`config.mk`:
```
export PLATFORM = sky130hd
export DESIGN_NAME = sr_timer_bank
export DESIGN_NICKNAME = d
export VERILOG_FILES = /design/src/rtl/sr_timer_bank.sv
export SDC_FILE = /design/constraint.sdc
export NUM_CORES = 1
export LEC_CHECK = 0
export CORE_ASPECT_RATIO = 1.1
export CORE_UTILIZATION = 36
export CTS_BUF_LIST = sky130_fd_sc_hd__clkbuf_8
export CTS_CLUSTER_SIZE = 40
export DETAILED_ROUTE_END_ITERATION = 6
export PLACE_DENSITY = 0.66
export SYNTH_ARGS = -nofsm -noshare
export SYNTH_HDL_FRONTEND = slang
export SYNTH_SLANG_ARGS = --single-unit
```
`constraint.sdc`:
```
create_clock -name CLK -period 4.5 [get_ports CLK]
set_input_delay 0.9 -clock CLK [delete_from_list [all_inputs] [get_ports CLK]]
set_output_delay 0.9 -clock CLK [all_outputs]
set_load 0.005 [all_outputs]
```
`src/rtl/sr_timer_bank.sv`:
```
// Bank of independent set/reset timers: one-shot, retriggerable, periodic and delay modes per channel.
// Latency: OUT/BUSY respond on the start edge; DONE is a registered pulse in the cycle after expiry.
// Backpressure: none; S is level-sampled every cycle and R overrides S on the same edge.
module sr_timer_bank #(
    parameter int CHANNELS = 4,
    parameter int WIDTH    = 8
) (
    input  logic                      CLK,
    input  logic                      RST_N,
    input  logic [CHANNELS-1:0]       S,
    input  logic [CHANNELS-1:0]       R,
    input  logic [CHANNELS*WIDTH-1:0] TIME,
    input  logic [2*CHANNELS-1:0]     MODE,
    output logic [CHANNELS-1:0]       OUT,
    output logic [CHANNELS-1:0]       DONE,
    output logic [CHANNELS-1:0]       BUSY
);
    typedef enum logic {
        IDLE = 1'b0,
        RUN  = 1'b1
    } state_t;

    localparam logic [1:0] M_ONESHOT  = 2'b00;
    localparam logic [1:0] M_RETRIG   = 2'b01;
    localparam logic [1:0] M_PERIODIC = 2'b10;
    localparam logic [1:0] M_DELAY    = 2'b11;

    for (genvar i = 0; i < CHANNELS; i++) begin : g_ch
        state_t           state;
        logic [WIDTH-1:0] cnt;
        logic [WIDTH-1:0] tlat;
        logic [1:0]       mlat;
        logic             out_q;
        logic             done_q;
        logic             busy_q;
        logic [WIDTH-1:0] t_in;
        logic [1:0]       m_in;
        logic             t_nz;
        logic             expire;

        assign t_in = TIME[i*WIDTH +: WIDTH];
        assign m_in = MODE[2*i +: 2];
        assign t_nz = (t_in != '0);
        // One extra bit so a full-scale TIME expires instead of wrapping.
        assign expire = (({1'b0, cnt} + {{WIDTH{1'b0}}, 1'b1}) == {1'b0, tlat});

        assign OUT[i]  = out_q;
        assign DONE[i] = done_q;
        assign BUSY[i] = busy_q;

        always_ff @(posedge CLK or negedge RST_N) begin
            if (!RST_N) begin
                state  <= IDLE;
                cnt    <= '0;
                tlat   <= '0;
                mlat   <= M_ONESHOT;
                out_q  <= 1'b0;
                done_q <= 1'b0;
                busy_q <= 1'b0;
            end else begin
                done_q <= 1'b0;
                if (R[i]) begin
                    state  <= IDLE;
                    cnt    <= '0;
                    out_q  <= 1'b0;
                    busy_q <= 1'b0;
                end else begin
                    case (state)
                        IDLE: begin
                            // A held DELAY output blocks new starts until cleared.
                            if (S[i] && t_nz && !out_q) begin
                                state  <= RUN;
                                cnt    <= '0;
                                tlat   <= t_in;
                                mlat   <= m_in;
                                out_q  <= (m_in != M_DELAY);
                                busy_q <= 1'b1;
                            end
                        end
                        RUN: begin
                            if (mlat == M_RETRIG && S[i] && t_nz) begin
                                cnt  <= '0;
                                tlat <= t_in;
                            end else if (expire) begin
                                done_q <= 1'b1;
                                cnt    <= '0;
                                if (mlat != M_PERIODIC) begin
                                    state  <= IDLE;
                                    busy_q <= 1'b0;
                                    out_q  <= (mlat == M_DELAY);
                                end
                            end else begin
                                cnt <= cnt + {{(WIDTH-1){1'b0}}, 1'b1};
                            end
                        end
                        default: state <= IDLE;
                    endcase
                end
            end
        end
    end
endmodule

```
==> metrics.txt <==
status=finished clean; Setup-failing EPs final=0; cts bufs inserted=9; Critical Path, Cell by Cell=clkdlybuf4s50_1, or4_1, o21ai_1, nor2_1, nor3_1, a31o_2, a22o_1; clk_skew=0.01445 ns; Synth Instances=559; total negative setup slack=0 ns; crit start category=input port; Initial DRT Pass Iterations=4; core area=14450 sq um; Crit path largest cell delay=0.69 ns; syn avg cell area=9.544 sq um; worst-path fanout max=8; ys async rst share=100.0%; initial antenna violation count=0; Mapped Nets=613; Layout Nets=645; Top Ports=62; GRT overflow=0; RSZ-0062 raised after global routing=no; Seq cells post-synth=88; layout cells sized above 1=12.08%; post-CTS setup buffers=0; Placer Congestion=0.8533; overall power=2.186 mW; global-route wire length before repair=19.93 mm; Die Y=129.7 um; dominant cells by area after synthesis=dfrtp_1 41%, mux2_2 9.3%, xnor2_1 3.3%; Slew Limit Headroom=41.93%; worst path required time=4.80 ns; CTS tree=done; number of library cell types mapped by synthesis=65; clock buffer depth=2; Die X=118.1 um; sequential share of the synthesized area=41.28%; final setup margin=1.384 ns; Static Leakage=2.428 nW; Top FF cell, synth=dfrtp_1; ANT nets after route=0; commonest non-fill, non-tap cell in the layout=dfrtp_1; Final Hold Violating Endpoints=0; number of global-route vias before repair=4247; Area growth syn-to-layout=16.09%; Post-Route WL=11.90 mm; CTS root buf=clkbuf_8; VDD IR max=151.9 uV; cts hold-fix bufs=0; Yosys warning count=0; Util after Layout=42.87%; DP Wirelength=8.666 mm; Routed WL per cell=15.10 um; post_cts resized=0; pwr/cell area=353.0 nW/um^2; Worst Setup End Kind=flip-flop; Max Slew Vio Count=0; die area=15310 sq um; number of synthesized flops with an enable pin=0; largest net degree at the start of global routing=61; CP max-delay cell=nor3_1; initial drt markers=316; Post-Syn Area=5335 sq um; CTS clock-pin slew for the worst setup and hold paths=0.08 ns; row count=46; Initial Util=36.93%; Place WS=1.009 ns; IO buf count=61; min-delay worst type=reg2reg; clk sink count=88; Fmax achieved=0.3209 GHz; routed via count=4379; commonest non-fill, non-tap cells in the layout=88 x dfrtp_1, 60 x clkdlybuf4s50_1, 44 x mux2_2; Yosys top cell by area=dfrtp_1; routed vias/inst=5.557; Tcrit/Tclk final=69.25%; crit path kind=in2reg; DRC Markers=0; critical path arrival=3.42 ns; Period minus WS final=3.116 ns; htree depth=3; max_cap viols=0; insertion delay to the later sink of the worst-skew pair=0.37 ns; Synth top area share=41.28%; Antenna diodes=0; GR Util All Layers=16.12%; slew of the pin with the lowest slew margin=0.8644 ns
[metal layers]
layer  GRT usage, %  vias to the layer above  wire (um)
li1               -                     2108          -
met1          19.51                     2172       5328
met2          28.10                       84       5936
met3          2.553                       15        382
met4          7.919                        0        254
met5              0                        -          0
[registers in the layout, summed over array words and instances (netlist names)]
register	flops
g_ch.tlat	32
g_ch.mlat	8
g_ch.cnt	32
g_ch.state	4
g_ch.busy_q	4
g_ch.out_q	4
g_ch.done_q	4
[synthesized netlist by cell type, types with 4 or more instances]
cell,instances
buf_4,15
clkbuf_1,19
or4_1,13
and2_1,7
nor4_1,7
o22ai_1,4
a22o_1,7
and3_1,6
xor2_1,19
o21bai_1,4
nor3b_1,4
and4_1,4
nand4_1,5
nand2_1,43
inv_1,10
xnor2_1,20
buf_2,7
nand2b_1,10
nor2_1,33
or3_1,6
a211oi_1,5
mux2_2,44
dfrtp_1,88
nand3_1,22
o211ai_1,10
nor3_1,23
nor2b_1,7
o21ai_0,30
a31oi_1,8
ha_1,4
a21oi_1,17
[cell type report]
class                   instances  area [sq um]
fillers                      1368          8253
multi-input cells             418          2869
clock buffers                  10         137.6
repair buffers                 64         630.6
inverters                      10         37.54
well taps                     192         240.2
clock inverters                 6         76.32
flip-flops and latches         88          2202
[stage by stage]
stage | hold WS, ns | instances | area (sq um)
floorplan | 0.4759 | 559 | 5335
global placement | 0.4967 | 772 | 5979
detailed placement | 0.5037 | 772 | 5979
CTS | 0.5232 | 788 | 6193
global route | 0.5538 | 788 | 6193
finish | 0.5184 | 788 | 6193
[power by group]
group / leakage, nW / switching [mW] / internal (mW)
Sequential: 1.13 / 0.125 / 0.912
Clock: 0.120 / 0.285 / 0.322
Combinational: 1.18 / 0.250 / 0.293
Total: 2.43 / 0.660 / 1.53
[kinds of logic after synthesis]
kind of cell,count (synthesis),synth area share [%]
and+or+nand+nor,206,20.87
xor gates and xnor gates,39,6.402
DFF,88,41.28
adders and majority gates,4,0.9381
buffers and inverters,53,4.949
muxes,47,9.850
AOI/OAI and AO/OA,122,15.71
[path summary, 6_finish.rpt]
| check | startpoint | end | slack, ns | cells past startpoint |
|---|---|---|---|---|
| hold / removal | g_ch[3].cnt[1]$_DFFE_PN0N_ | g_ch[3].cnt[1]$_DFFE_PN0N_ | 0.52 | 2 |
| max in group asynchronous | RST_N | g_ch[1].cnt[5]$_DFFE_PN0N_ | 3.02 | 2 |
| setup reg to reg | g_ch[2].cnt[0]$_DFFE_PN0N_ | g_ch[2].out_q$_DFFE_PN0P_ | 1.66 | 7 |
| hold reg to reg | g_ch[3].cnt[1]$_DFFE_PN0N_ | g_ch[3].cnt[1]$_DFFE_PN0N_ | 0.52 | 2 |
| min in group asynchronous | RST_N | g_ch[0].mlat[1]$_DFFE_PN0P_ | 0.61 | 1 |
| setup / recovery | TIME[13] | g_ch[1].cnt[3]$_DFFE_PN0N_ | 1.38 | 7 |
[worst max-delay path: cells and delay by family]
family | cells | cell delay [ns]
buffers and inverters | 1 | 0.41
and+or+nand+nor | 3 | 1.36
AOI/OAI and AO/OA | 3 | 0.74
Note: power is estimated with default switching activity, not from simulation.
